==> src/rtl/ps2_kbd_tx.sv <==
// ps2_kbd_tx: device-side PS/2 transmitter that emulates a keyboard.
// It queues scancode bytes in a FIFO and sends each one as an 11-bit frame
// on ps2_clk/ps2_data.
//
// Ports:
//   clk, rst          system clock and asynchronous active-low reset
//   in_data/in_valid  byte to queue; it is accepted when in_ready is high
//   in_ready          FIFO not full
//   ps2_clk/ps2_data  PS/2 lines to the receiver; both idle high
//   busy              frame engine not idle
//   frame_done        one-cycle pulse as ps2_clk returns high after the stop bit
//   fifo_count        queued bytes, not counting the frame in flight
//
// Optional: defining PS2_ERR_INJ_EN adds the inj_parity_err input.
// When inj_parity_err is high during LOAD, that frame goes out with even parity.
//
// ps2_clk, ps2_data, busy and frame_done are registered from the FSM state.
// They therefore trail the state by one cycle, and the start bit appears on
// ps2_data three cycles after the push into an idle, empty block.
module ps2_kbd_tx #(
  parameter int CLK_HALF   = 50,
  parameter int IDLE_GAP   = 200,
  parameter int FIFO_DEPTH = 8
) (
  input  logic                          clk,
  input  logic                          rst,
`ifdef PS2_ERR_INJ_EN
  input  logic                          inj_parity_err,
`endif
  input  logic [7:0]                    in_data,
  input  logic                          in_valid,
  output logic                          in_ready,
  output logic                          ps2_clk,
  output logic                          ps2_data,
  output logic                          busy,
  output logic                          frame_done,
  output logic [$clog2(FIFO_DEPTH):0]   fifo_count
);
  localparam int AW   = $clog2(FIFO_DEPTH);
  localparam int CW   = AW + 1;
  localparam int TMAX = IDLE_GAP > CLK_HALF ? IDLE_GAP : CLK_HALF;
  localparam int TW   = $clog2(TMAX) + 1;
  localparam logic [CW-1:0] FULL     = CW'(FIFO_DEPTH);
  localparam logic [TW-1:0] HALF_END = TW'(CLK_HALF - 1);
  localparam logic [TW-1:0] GAP_END  = TW'(IDLE_GAP - 1);
  typedef enum logic [2:0] {IDLE, LOAD, BIT_HI, BIT_LO, GAP} state_t;
  state_t state, state_nx;
  logic [7:0] mem [FIFO_DEPTH];
  logic [AW-1:0] wr_ptr, rd_ptr;
  logic [10:0] sh;
  logic [3:0] idx;
  logic [TW-1:0] tmr;
  logic push, pop, tmr_end, par;
  assign in_ready = fifo_count != FULL;
  assign push = in_valid && in_ready;
  assign pop = state == LOAD;
  assign tmr_end = tmr == (state == GAP ? GAP_END : HALF_END);
`ifdef PS2_ERR_INJ_EN
  assign par = ~^mem[rd_ptr] ^ inj_parity_err;
`else
  assign par = ~^mem[rd_ptr];
`endif
  always_ff @(posedge clk)
    if (push) mem[wr_ptr] <= in_data;
  always_ff @(posedge clk or negedge rst)
    if (!rst) begin
      wr_ptr <= '0;
      rd_ptr <= '0;
      fifo_count <= '0;
    end else begin
      wr_ptr <= wr_ptr + AW'(push);
      rd_ptr <= rd_ptr + AW'(pop);
      fifo_count <= fifo_count + CW'(push) - CW'(pop);
    end
  always_ff @(posedge clk or negedge rst)
    if (!rst) state <= IDLE;
    else state <= state_nx;
  always_comb begin
    state_nx = state;
    state_nx = state == IDLE   ? (fifo_count != '0 ? LOAD : IDLE) :
               state == LOAD   ? BIT_HI :
               state == BIT_HI ? (tmr_end ? BIT_LO : BIT_HI) :
               state == BIT_LO ? (tmr_end ? (idx == 4'd10 ? GAP : BIT_HI) : BIT_LO) :
                                 (tmr_end ? IDLE : GAP);
  end
  // The shift register holds the frame LSB-first. The head bit is the one on the wire.
  always_ff @(posedge clk or negedge rst)
    if (!rst) begin
      tmr <= '0;
      idx <= '0;
      sh <= '1;
    end else begin
      tmr <= state_nx != state ? '0 : tmr + 1'b1;
      if (state == LOAD) begin
        sh <= {1'b1, par, mem[rd_ptr], 1'b0};
        idx <= '0;
      end else if (state == BIT_LO && tmr_end) begin
        sh <= {1'b1, sh[10:1]};
        idx <= idx + 1'b1;
      end
    end
  always_ff @(posedge clk or negedge rst)
    if (!rst) begin
      ps2_clk <= 1'b1;
      ps2_data <= 1'b1;
      busy <= 1'b0;
      frame_done <= 1'b0;
    end else begin
      ps2_clk <= state != BIT_LO;
      ps2_data <= (state == BIT_HI || state == BIT_LO) ? sh[0] : 1'b1;
      busy <= state != IDLE;
      frame_done <= state == GAP && tmr == '0;
    end
endmodule
==> config.mk <==
export PLATFORM = sky130hd
export DESIGN_NAME = ps2_kbd_tx
export DESIGN_NICKNAME = d
export VERILOG_FILES = /design/src/rtl/ps2_kbd_tx.sv
export SDC_FILE = /design/constraint.sdc
export NUM_CORES = 1
export LEC_CHECK = 0
export BUFFER_PORTS_ARGS = -buffer_cell sky130_fd_sc_hd__buf_2
export CAP_MARGIN = 5
export CORE_MARGIN = 2
export CORE_UTILIZATION = 55
export DETAILED_ROUTE_END_ITERATION = 6
export HOLD_SLACK_MARGIN = 0.08
export PLACE_DENSITY = 0.72
export REMOVE_ABC_BUFFERS = 1
export SETUP_SLACK_MARGIN = 0.02
export SYNTH_ARGS = -nofsm -noshare
export SYNTH_HDL_FRONTEND = slang
export SYNTH_SLANG_ARGS = --single-unit
==> constraint.sdc <==
create_clock -name clk -period 2.75 [get_ports clk]
set_input_delay 0.1375 -clock clk [delete_from_list [all_inputs] [get_ports clk]]
set_output_delay 0.1375 -clock clk [all_outputs]
set_load 0.01 [all_outputs]
# Word-level counts from Yosys, hierarchy flattened
# Memory sizes are Yosys's and may differ from the RTL's.
# Cells that the tools add are included.
# Widths: inputs -> output; s select.
[op_classes]
n_mux = 18
n_reduce_logical = 10
n_eq_ne = 9
addsub = 6
[ops]
columns = ["op", "n"]
rows = [
  ["$mux 11", 2],
  ["$mux 3", 7],
  ["$add 9x1->9 const B", 1],
  ["$eq 9x8->1", 1],
  ["$logic_not 9->1", 1],
  ["$mux 9", 1],
  ["$mux 4", 2],
  ["$mux 8", 1],
  ["$reduce_xnor 8->1", 1],
  ["$add 3x1->3", 2],
  ["$eq 3x2->1 const B", 2],
  ["$mux 1", 5],
  ["$add 4x1->4", 1],
  ["$add 4x1->4 const B", 1],
  ["$eq 4x4->1 const B", 1],
  ["$ne 4x4->1 const B", 1],
  ["$reduce_bool 4->1", 1],
  ["$sub 4x1->4", 1],
  ["$eq 3x1->1 const B", 1],
  ["$eq 3x3->1 const B", 1],
  ["$logic_and 1x1->1", 3],
  ["$logic_not 3->1", 1],
  ["$ne 3x2->1 const B", 1],
  ["$ne 3x3->1", 1],
  ["3 further kinds", 3],
]
[word_totals]
mem_bits_rw = 64
n_memories = 1
register_bits = 41
inputBits = 11
output_inout_bits = 9
word_cells = 55
[mem_list]
columns = ["name", "depth", "width", "rd", "rd_ports_with_merged_regs", "write_ports", "line", "source"]
rows = [
  ["mem", 8, 8, 1, 0, 1, "48", "logic [7:0] mem [FIFO_DEPTH];"],
]

# Logic depth before layout (Yosys ltp)
# Gate-level depths: netlist of run 1.
[depth]
ltp_word = 10
depth_mapped = 10
depth_no_buf = 10

# Worst setup path before layout of run 1
# OpenSTA, ideal clock, no wires.
[synth_path]
path_type = "reg-to-reg"
start = "reg state[2]"
end = "reg fifo_count[2]"
arrival_time_ps = 2131
required_ps = 2627
path_stages_with_launch = 11
slack_ps = 496
setup_time_ps = 123
period_less_slack_ps = 2254
n_path_buf = 2
path_cell_list = "dfrtp_1 buf_2 nor2b_1 and2_1 clkbuf_1 ha_1 inv_1 ha_1 inv_1 fa_1 xnor2_1"
[synth_between]
elab_chain_len = 2
[synth_rtl]
columns = ["item", "line", "source"]
rows = [
  ["start: declaration", "47", "state_t state, state_nx;"],
  ["start signal: assignment", "77", "else state <= state_nx;"],
  ["$eq 3x1->1", "56", "assign pop = state == LOAD;"],
  ["$sub 4x1->4", "73", "fifo_count <= fifo_count + CW'(push) - CW'(pop);"],
  ["end signal: assignment", "73", ""],
  ["end: declaration", "37", "output logic [$clog2(FIFO_DEPTH):0] fifo_count"],
]
# No other way between the ends.
# A chain may end at the register's enable or synchronous reset.

# Final worst setup path of run 1
[layout_path]
start = "reg state[1]"
end = "reg tmr[4]"
[layout_between]
elab_chain_len = 10
word_cells_on_any_way = 16
classes_between = "eq/ne (6); mux (9); reduce/logical (1)"
[layout_rtl]
columns = ["item", "line", "source"]
rows = [
  ["$eq 3x3->1", "57", "assign tmr_end = tmr == (state == GAP ? GAP_END : HALF_END);"],
  ["$mux 8", "57", ""],
  ["$eq 9x8->1", "57", ""],
  ["$mux 3, on equally long branches", "83, 84", ""],
  ["$mux 3", "83", "state == BIT_LO ? (tmr_end ? (idx == 4'd10 ? GAP : BIT_HI) : BIT_LO) :"],
  ["$mux 3", "82", "state == BIT_HI ? (tmr_end ? BIT_LO : BIT_HI) :"],
  ["$mux 3", "81", "state == LOAD ? BIT_HI :"],
  ["$mux 3", "80", "state_nx = state == IDLE ? (fifo_count != '0 ? LOAD : IDLE) :"],
  ["$ne 3x3->1 *", "93", "tmr <= state_nx != state ? '0 : tmr + 1'b1;"],
  ["$mux 9 *", "93", ""],
  ["end signal: assignment", "93", ""],
  ["end: declaration", "52", "logic [TW-1:0] tmr;"],
]
# Mark *: on every way between the ends. The rest lies on a longest branch, timed or not.

==> summary.txt, run 1 <==
Placement
  • Post-detail-place hpwl: approximately 4700 µm
  • Quantity of I/O buffers inserted on ports: 19
  • RD Place Congestion: roughly 0.76
  • Worst setup slack after placement: 0.2734 ns

Clock tree
  • Clk_lat worst skew: 0.37 ns
  • Clock tree from TritonCTS: built
  • Setup bufs post-CTS: 0
  • CTS Buf Count: 9
  • Number of clock sinks seen by CTS: around 100
  • Clock H-tree levels: 3
  • Clock root buffer: clkbuf_8
  • Clock-pin slew on the worst setup and hold paths: approximately 0.11 ns
  • Bufs on Longest Clock Path: 2

Global route
  • Met1 usage: 22.17%
  • Most used routing layer in global routing: met2
  • Leftover overflow at the end of global routing: 0
  • Pin count of the biggest net entering global routing: a little over 40
  • First-pass GRT wire length: roughly 12000 µm
  • Number of antenna violations at the first check in global routing: 0
  • Overall global routing resource usage: between 10% and 20%
  • Number of global-route vias before repair: around 2500
  • Global routing usage on met3: around 4.3%
  • Met2 Usage GRT: 33.39%

Timing
  • Transition time at the pin with the least slew margin: a little under 0.9 ns
  • Min setup slack post-route: roughly 0.35 ns
  • Count of pins over their slew limit: 0
  • Count of endpoints failing hold in the final timing report: 0
  • Worst slew margin relative to its limit: between 40% and 50%
  • Setup repair after global routing missed its margin: false
  • F_max: 0.4174 GHz
  • Fin crit period: between 2 and 2.5 ns
  • Final setup fails: 0
  • Worst clock skew: between 0.015 and 0.02 ns
  • Worst hold margin: 0.1853 ns
  • Final setup TNS: 0 ns
  • Final worst-path cycle share: a little under 90%

Floorplanning
  • Horizontal die dimension: 94.70 µm
  • Cell Rows: 33
  • Floorplan Core Area: a little over 0.008 mm²
  • Die height: roughly 95 µm
  • Number of top-level pins: 20
  • Initial Utilization: between 50% and 60%
  • Die area: ~0.0090 mm²

Setup path
  • Arrival time reported for the critical path endpoint: roughly 2.7 ns
  • Critical Path Start Type: flip-flop
  • WP data required: approximately 3 ns
  • Maximum fanout encountered on the critical timing path: 10
  • Endpoint class of the critical path: flip-flop
  • Critical setup path kind: flip-flop to flip-flop

Route
  • Total routed wirelength: about 7300 µm
  • Detailed-route vias per instance: around 5.4
  • Pre-Repair DR Iteration Count: 4
  • Average wire per cell in the routed design: about 16 µm
  • Iteration-0 DRC count of the detailed router: 64
  • Via total after detailed routing: ~2400
  • Final antenna-violating net count: 0
  • DRC viols: 0

Synthesis
  • Count of state elements after synthesis: around 100
  • Avg Cell Area, Syn: between 15 and 20 µm²
  • Yosys top cell area share: a little over two fifths
  • Synthesized instance count: 298
  • Most frequently used cell type in the post-synthesis netlist: edfxtp_1
  • Warning count from the yosys run: 0
  • Top cells by instance count after synthesis: edfxtp_1 (64), nand2_1 (29), dfrtp_1 (28), o21ai_0 (20), nor2_1 (19)
  • Area contributors post-synth: edfxtp_1 (42%), dfrtp_1 (15%), mux4_1 (9.3%)
  • Synth async-reset ratio: between 30% and 40%
  • Most used flip-flop cell after synthesis: edfxtp_1
  • Biggest area consumer among synthesized cells: edfxtp_1
  • Number of distinct library cells after synthesis: 42
  • Post-synth design cell area: about 0.0045 mm²
  • Part of the Yosys area used for sequential elements: 64.93%
  • Post-synth EDFFs: 64

Pwr
  • Total power: ~3.5 mW
  • NetSw: between 0.9 and 1 mW
  • Fraction of power consumed by combinational cells: between 15 and 20%
  • Cell Pwr Density: 697.0 mW/mm²
  • Leakage component of the power: slightly below 2 nW
  • Switch share: around 28%
  • Worst supply voltage drop on vdd: just over 0.4 mV
  • Sequential share of power: a little under three fifths
  • Clock network power share: a little over a quarter
  • Internal power: between 2 and 3 mW

Layout
  • Area taken by multi-input logic gates: between 0.001 and 0.0015 mm²
  • Fin util: roughly 62%
  • Filler cell count in the final layout: ~620
  • Area grow syn2layout: 11.59%
  • Share of layout cells above drive strength 1: between 10% and 20%
  • Total Nets Final: around 360
  • # diodes: 0
  • FF+latch area: between 0.002 and 0.003 mm²

Outcome
  • Status: finished, final reports clean

Run
  • Max-cap violations: 0

Min path
  • Type of the tightest min-delay check: primary input to flip-flop
==> path summary, 6_finish.rpt <==
check	from	to	slack [ns]	cells past startpoint
hold / removal	in_valid	wr_ptr[0]	0.19	4
max in group asynchronous	rst	rd_ptr[0]	1.72	2
min in group asynchronous	rst	tmr[4]	0.42	2
hold reg to reg	sh[1]	sh[1]	0.48	2
setup reg to reg	state[1]	tmr[4]	0.35	6
setup / recovery	state[1]	tmr[4]	0.35	6
==> cell families (layout without fill, tap and decap cells) <==
| group | Yosys count | after routing | share of synthesized area [%] |
|---|---|---|---|
| simple gates | 79 | 79 | 8.352 |
| xor+xnor | 20 | 20 | 4.038 |
| fa+ha+maj | 15 | 15 | 4.314 |
| compound gates | 31 | 31 | 4.010 |
| flops | 104 | 104 | 64.93 |
| mux | 25 | 25 | 11.31 |
| buf+inv | 24 | 68 | 3.042 |
==> cells in the final DEF (no fill, tap or decap), types with 2 or more instances in the layout <==
cell           Yosys  layout
dlygate4sd3_1      0       9
clkbuf_8           2       9
buf_4              0      11
dfrtp_1           28      27
nand3_1            4       4
edfxtp_1          64      64
mux4_1            16      16
and2_1             2       2
nor2_1            19      19
mux2i_1            8       8
xor2_1            10      10
dfstp_2           12      12
xnor2_1            9       9
nand4_1            4       4
ha_1              14      14
or3_1              3       3
nand2b_1           2       2
nand2_1           29      29
nor3_1             5       5
nor2b_1            4       4
inv_1             13      13
clkinv_8           0       2
inv_8              0       2
a21oi_1            4       4
o21ai_0           20      20
buf_2              3      19
==> flip-flops by register name, summed over array words and instances (netlist names) <==
name,count
ps2_data,1
sh,10
fifo_count,4
ps2_clk,1
rd_ptr,3
frame_done,1
wr_ptr,3
mem,64
idx,4
busy,1
state,3
tmr,9
==> worst max-delay path: stages, from the launching register on <==
cell       delay [ns]
dfrtp_1          0.50
or3b_1           0.44
nor4_2           0.27
o211ai_1         0.29
a32oi_1          0.31
a2bb2oi_2        0.38
nor2_1           0.10
==> power groups by stage <==
stage / combinational, mW / clock [mW] / sequential, mW
global placement: 0.559 / 0 / 2.00
floorplan: 0.361 / 0 / 2.00
detailed placement: 0.583 / 0 / 2.01
global route: 0.653 / 1.04 / 1.99
CTS: 0.598 / 0.981 / 1.97
finish: 0.586 / 0.960 / 1.97
==> per-stage QoR <==
stage,instances,area [µm²]
2_1_floorplan,287,4436
3_3_place_gp,422,4745
3_5_place_dp,422,4745
4_1_cts,447,5047
5_1_grt,447,5049
6_report,447,5049
==> layer usage <==
metal	vias to the layer above	wire length [µm]
met2	39	3851
met1	1182	3074
met5	-	0
met4	0	65
met3	8	286
li1	1175	-
==> repair_timing <==
item / in CTS / in global routing
gates resized for setup: 0 / 1
hold buffers: 9 / 0
setup endpoints to repair: 0 / 1
endpoints found under the hold margin: 92 / 0
==> layout make-up <==
cell class              instances  share of cell area, %
flip-flops and latches        104                  58.22
clock inverters                 7                  1.760
well taps                     105                  2.602
clock buffers                   9                  2.454
repair buffers                 39                  5.304
inverters                      13                 0.9665
multi-input cells             170                  28.70
Note: power is estimated with default switching activity, not from simulation.
==> run 2: changes to the inputs <==
==> constraint.sdc (replaced) <==
create_clock -name clk -period 2.75 [get_ports clk]
set_input_delay 0.4125 -clock clk [delete_from_list [all_inputs] [get_ports clk]]
set_output_delay 0.4125 -clock clk [all_outputs]
set_load 0.01 [all_outputs]
==> run 2 against run 1 <==
Clock power is essentially flat. Count of clock-buffer cells in the layout stayed put. Sequential share of layout area rose by 1.1 points. Design area fell by 1.8%. Sequential power is essentially flat. Highest routed layer unchanged. Utilization decreased by 1.1 points. Via count fell by 1.5%. First-iteration DRC count grew 6.3%. Largest cell class unchanged.
==> summary.txt, run 2 (synthesis gave the netlist of run 1 again) <==
Layout
  • Commonest cells after routing, fill and taps aside: edfxtp_1 (64), nand2_1 (29), dfrtp_1 (27)
  • Largest reg by FF count: mem
  • Fin util: between 60% and 70%
  • # diodes: 0
  • Total Nets Final: 354
  • Most common library cell in the layout ignoring fill and taps: edfxtp_1
  • Area grow syn2layout: 9.596%
  • Max FFs per register: 64
  • Largest registers: mem: 64 flops, sh: 10 flops, tmr: 9 flops
  • Share of layout cells above drive strength 1: between 10% and 20%

Floorplanning
  • Die height: approximately 95 µm
  • Floorplan Core Area: between 0.008 and 0.009 mm²
  • Die area: 0.008967 mm²
  • Initial Utilization: 55.91%
  • Number of top-level pins: 20
  • Horizontal die dimension: around 95 µm
  • Cell Rows: 33

Timing
  • Setup repair after global routing missed its margin: false
  • Count of endpoints failing hold in the final timing report: 0
  • Final setup fails: 0
  • F_max: ~0.42 GHz
  • Final setup TNS: 0 ns
  • Worst slew margin relative to its limit: around two fifths
  • Worst clock skew: around 0.016 ns
  • Count of pins over their slew limit: 0
  • Fin crit period: ~2.4 ns
  • Final worst-path cycle share: 87.12%
  • Transition time at the pin with the least slew margin: roughly 0.90 ns
  • Min setup slack post-route: 0.3543 ns

Clock tree
  • Number of clock sinks seen by CTS: about 100
  • Clock H-tree levels: 3
  • Setup bufs post-CTS: 0
  • Clock root buffer: clkbuf_8
  • Clock tree from TritonCTS: built
  • Clock-pin slew on the worst setup and hold paths: approximately 0.11 ns
  • Bufs on Longest Clock Path: 2
  • Clk_lat worst skew: 0.37 ns
  • CTS Buf Count: 9

Route
  • DRC viols: 0
  • WL met2: about 3800 µm
  • Pre-Repair DR Iteration Count: 4
  • Via total after detailed routing: between 2000 and 2500
  • Average wire per cell in the routed design: 16.29 µm
  • Iteration-0 DRC count of the detailed router: between 60 and 70
  • Wire length on met1: a little under 3000 µm
  • Detailed-route vias per instance: around 5.4
  • Total routed wirelength: 7133 µm
  • Met3 wire length: roughly 340 µm
  • DR top layer: met4
  • Final antenna-violating net count: 0

Global route
  • Pin count of the biggest net entering global routing: just over 40
  • Leftover overflow at the end of global routing: 0
  • Number of global-route vias before repair: about 2500
  • First-pass GRT wire length: between 10000 and 15000 µm
  • Number of antenna violations at the first check in global routing: 0
  • Overall global routing resource usage: a little under a fifth

Setup path
  • WP data required: around 3 ns
  • Maximum fanout encountered on the critical timing path: 10
  • Endpoint class of the critical path: flip-flop
  • Critical setup path kind: flip-flop to flip-flop
  • Arrival time reported for the critical path endpoint: 2.65 ns
  • Standard cell with the maximum stage delay on the critical path: dfrtp_1
  • Top delay family on crit path: compound AO/OA/AOI/OAI gates
  • Startpoint of the most critical register-to-register path: state[1]
  • End of the worst register-to-register path: tmr[4]
  • Slowest Stage Delay on Critical Path: 0.50 ns
  • Crit path buffers/inverters: 0
  • Reg2reg path depth: 6
  • Worst R2R Setup Slack: around 0.35 ns
  • Critical Path Start Type: flip-flop
  • Worst path cell trace: or3b_1 > nor4_2 > o211ai_1 > a32oi_1 > a2bb2oi_2 > nor2_1

Placement
  • Worst setup slack after placement: between 0.2 and 0.3 ns
  • Post-detail-place hpwl: around 4700 µm
  • Quantity of I/O buffers inserted on ports: 19
  • RD Place Congestion: between 0.7 and 0.8

Min path
  • Type of the tightest min-delay check: primary input to asynchronous set/reset pin

Run
  • Max-cap violations: 0

Pwr
  • Worst supply voltage drop on vdd: between 0.4 and 0.5 mV
  • Cell Pwr Density: ~710 mW/mm²
  • Leakage component of the power: around 2 nW

Outcome
  • Status: finished, final reports clean
## run 2: cell types whose count changed in the layout (fill, tap and decap cells not counted), sizes merged
cell,delta
dlygate4sd3,-9
## run 2: worst max path at each step
| stage | end | startpoint | slack [ns] | depth (start not counted) |
|---|---|---|---|---|
| 2_1_floorplan | fifo_count[2] | state[2] | 0.48 | 8 |
| 3_3_place_gp | sh[9] | rd_ptr[0] | 0.38 | 6 |
| 3_5_place_dp | sh[9] | rd_ptr[0] | 0.27 | 6 |
| 4_1_cts | sh[9] | rd_ptr[0] | 0.15 | 6 |
| 5_1_grt | tmr[3] | tmr[6] | 0.13 | 6 |
| 6_report | tmr[4] | state[1] | 0.35 | 6 |
## run 2: metrics by stage
step           instances  cell area [µm²]  power (mW)  hold slack [ns]
4_1_cts              438             4957       3.545           0.1768
2_1_floorplan        287             4436       2.362           0.1169
3_5_place_dp         422             4745       2.592           0.4715
3_3_place_gp         422             4745       2.560           0.4650
6_report             438             4959       3.507           0.1555
5_1_grt              438             4959       3.679           0.2181
## run 2: report_power, final
part | switching (mW) | internal (mW) | leakage, nW
sequential | 0.0848 | 1.89 | 1.04
combinational | 0.324 | 0.251 | 0.796
clock | 0.586 | 0.374 | 0.107
## run 2: per-layer routing
metal / vias to the layer above / global-route usage [%]
met5: - / 0
met4: 0 / 4.952
met3: 8 / 4.310
met2: 44 / 32.74
met1: 1159 / 22.01
li1: 1157 / -
## run 2: layout make-up
class | count | area, µm²
clock buffers | 9 | 123.9
inverters | 13 | 48.80
flip-flops and latches | 104 | 2939
repair buffers | 30 | 177.7
multi-input cells | 170 | 1449
well taps | 105 | 131.4
clock inverters | 7 | 88.84
fillers | 634 | 3134
## run 2: repair_timing
| item | in CTS | in global routing |
|---|---|---|
| hold buffers | 0 | 0 |
| endpoints found under the setup margin | 0 | 1 |
| resized for setup | 0 | 1 |
==> run 3: changes to the inputs <==
CORE_UTILIZATION = 60   (was 55)
PLACE_DENSITY = 0.78   (was 0.72)
SETUP_SLACK_MARGIN = unset   (was 0.02)
==> run 3 against run 2 <==
Total power shrank 0.26%. Design area shrank 0.43%. Largest power group unchanged. Sequential share of layout area grew 0.23 points. Via count is essentially flat. Clock skew grew 0.00069 ns. Combinational power is essentially flat. Sequential power is essentially flat. Critical endpoint is now sh[9]. Worst hold slack lost 0.0096 ns. Count of clock-buffer cells in the layout is the same. Flip-flop and latch count is the same. Wire length shrank 1.1%.
==> summary.txt, run 3 (synthesis gave the netlist of run 1 again) <==
Route
  • Via total after detailed routing: roughly 2400
  • Iteration-0 DRC count of the detailed router: 74
  • Pre-Repair DR Iteration Count: 4
  • Total routed wirelength: 7052 µm
  • DRC viols: 0
  • Final antenna-violating net count: 0
  • Average wire per cell in the routed design: 16.36 µm
  • Detailed-route vias per instance: between 5 and 6

Layout
  • Area of all placed cells without fillers: approximately 0.0049 mm²
  • Most common library cell in the layout ignoring fill and taps: edfxtp_1
  • Share of layout cells above drive strength 1: a little under a fifth
  • Largest registers: mem: 64 flops, sh: 10 flops, tmr: 9 flops
  • Commonest cells after routing, fill and taps aside: edfxtp_1 (64), nand2_1 (29), dfrtp_1 (28)
  • Total Nets Final: between 300 and 400
  • # diodes: 0
  • Largest reg by FF count: mem
  • Max FFs per register: 64
  • Area grow syn2layout: 9.126%

Timing
  • Fin crit period: approximately 2.5 ns
  • Transition time at the pin with the least slew margin: slightly below 0.9 ns
  • Count of pins over their slew limit: 0
  • Final setup fails: 0
  • Setup repair after global routing missed its margin: false
  • Worst slew margin relative to its limit: 42.30%
  • Worst clock skew: about 0.017 ns
  • Final worst-path cycle share: about nine tenths
  • F_max: 0.4072 GHz
  • Count of endpoints failing hold in the final timing report: 0
  • Final setup TNS: 0 ns

Clock tree
  • Post_cts resized: 0
  • Clock H-tree levels: 3
  • Setup bufs post-CTS: 0
  • Clk_lat worst skew: 0.37 ns
  • Bufs on Longest Clock Path: 2
  • Number of buffers inserted for hold repair after clock tree synthesis: 0
  • CTS Buf Count: 9
  • Clock root buffer: clkbuf_8
  • Number of clock sinks seen by CTS: 104
  • Clock tree from TritonCTS: built
  • Clock-pin slew on the worst setup and hold paths: ~0.12 ns

Setup path
  • Reg2reg path depth: 6
  • Maximum fanout encountered on the critical timing path: 17
  • Worst R2R Setup Slack: between 0.2 and 0.3 ns
  • Startpoint of the most critical register-to-register path: rd_ptr[0]
  • WP data required: between 3 and 4 ns
  • Critical setup path kind: flip-flop to flip-flop
  • Endpoint class of the critical path: flip-flop
  • End of the worst register-to-register path: sh[9]
  • Arrival time reported for the critical path endpoint: 2.75 ns
  • Critical Path Start Type: flip-flop

Placement
  • Quantity of I/O buffers inserted on ports: 19
  • RD Place Congestion: between 0.8 and 0.9
  • Instance area after placement: about 0.0047 mm²
  • Post-detail-place hpwl: approximately 4600 µm

Floorplanning
  • Number of top-level pins: 20
  • Floorplan Core Area: about 0.0073 mm²
  • Initial Utilization: approximately 62%
  • Horizontal die dimension: just over 90 µm
  • Die area: between 0.008 and 0.009 mm²
  • Cell Rows: 31
  • Die height: 90.84 µm

Pwr
  • Worst supply voltage drop on vdd: 0.4030 mV
  • Leakage component of the power: 1.939 nW
  • Cell Pwr Density: ~710 mW/mm²

Global route
  • Overall global routing resource usage: a little under a fifth
  • First-pass GRT wire length: 11450 µm
  • Number of global-route vias before repair: around 2300
  • Leftover overflow at the end of global routing: 0
  • Pin count of the biggest net entering global routing: 41
  • Number of antenna violations at the first check in global routing: 0

Min path
  • Type of the tightest min-delay check: primary input to asynchronous set/reset pin

Outcome
  • Status: finished, final reports clean

Run
  • Max-cap violations: 0
## run 3: cell types whose count changed in the layout (fill, tap and decap cells not counted)
cell,before,now
inv_6,1,2
clkinv_4,1,0
dfrtp_2,1,0
inv_8,2,3
dfrtp_1,27,28
clkinv_8,2,1
buf_4,11,10
## run 3: per-layer routing
| layer | GRT usage, % | part of all wire (%) |
|---|---|---|
| met3 | 4.007 | 2.8 |
| met5 | 0 | 0 |
| met4 | 5.429 | 1.5 |
| met2 | 31.65 | 53 |
| met1 | 23.07 | 43 |
## run 3: power by group
part	switching, mW	leakage, nW	total, mW	internal [mW]
combinational	0.321	0.790	0.572	0.250
sequential	0.0862	1.04	1.97	1.89
clock	0.578	0.106	0.953	0.374
total	0.986	1.94	3.50	2.51
## run 3: critical path, stage by stage, from the launching register on
cell and delay, ns:
dfrtp_1 0.88, mux4_1 0.63, mux2i_1 0.26, xnor2_1 0.21
xnor2_1 0.17, xnor2_1 0.10, a21oi_1 0.14
## run 3: layout make-up
type,instances,area (µm²)
Clock inverter,7,83.83
Inverter,13,48.80
Fill cell,543,2355
Multi-Input combinational cell,170,1449
Clock buffer,9,123.9
Timing Repair Buffer,29,170.2
Tap cell,99,123.9
Sequential cell,104,2938
## run 3: worst max-delay path by stage
stage,slack (ns),from,cells past startpoint,end
4_1_cts,0.27,rd_ptr[0],6,sh[9]
2_1_floorplan,0.48,state[2],8,fifo_count[2]
5_1_grt,0.06,rd_ptr[0],6,sh[9]
3_5_place_dp,0.30,rd_ptr[0],6,sh[9]
3_3_place_gp,0.40,rd_ptr[0],6,sh[9]
6_report,0.29,rd_ptr[0],6,sh[9]
## run 3: through the flow
| step | hold slack [ns] | total power, mW | setup WS [ns] | cells | util [%] |
|---|---|---|---|---|---|
| 3_3_place_gp | 0.4632 | 2.556 | 0.3960 | 415 | 64.86 |
| 2_1_floorplan | 0.1169 | 2.362 | 0.4833 | 287 | - |
| 5_1_grt | 0.2161 | 3.668 | 0.06071 | 431 | 67.71 |
| 3_5_place_dp | 0.4733 | 2.588 | 0.3005 | 415 | 64.86 |
| 4_1_cts | 0.1644 | 3.539 | 0.2652 | 431 | 67.71 |
| 6_report | 0.1459 | 3.498 | 0.2942 | 431 | 67.71 |
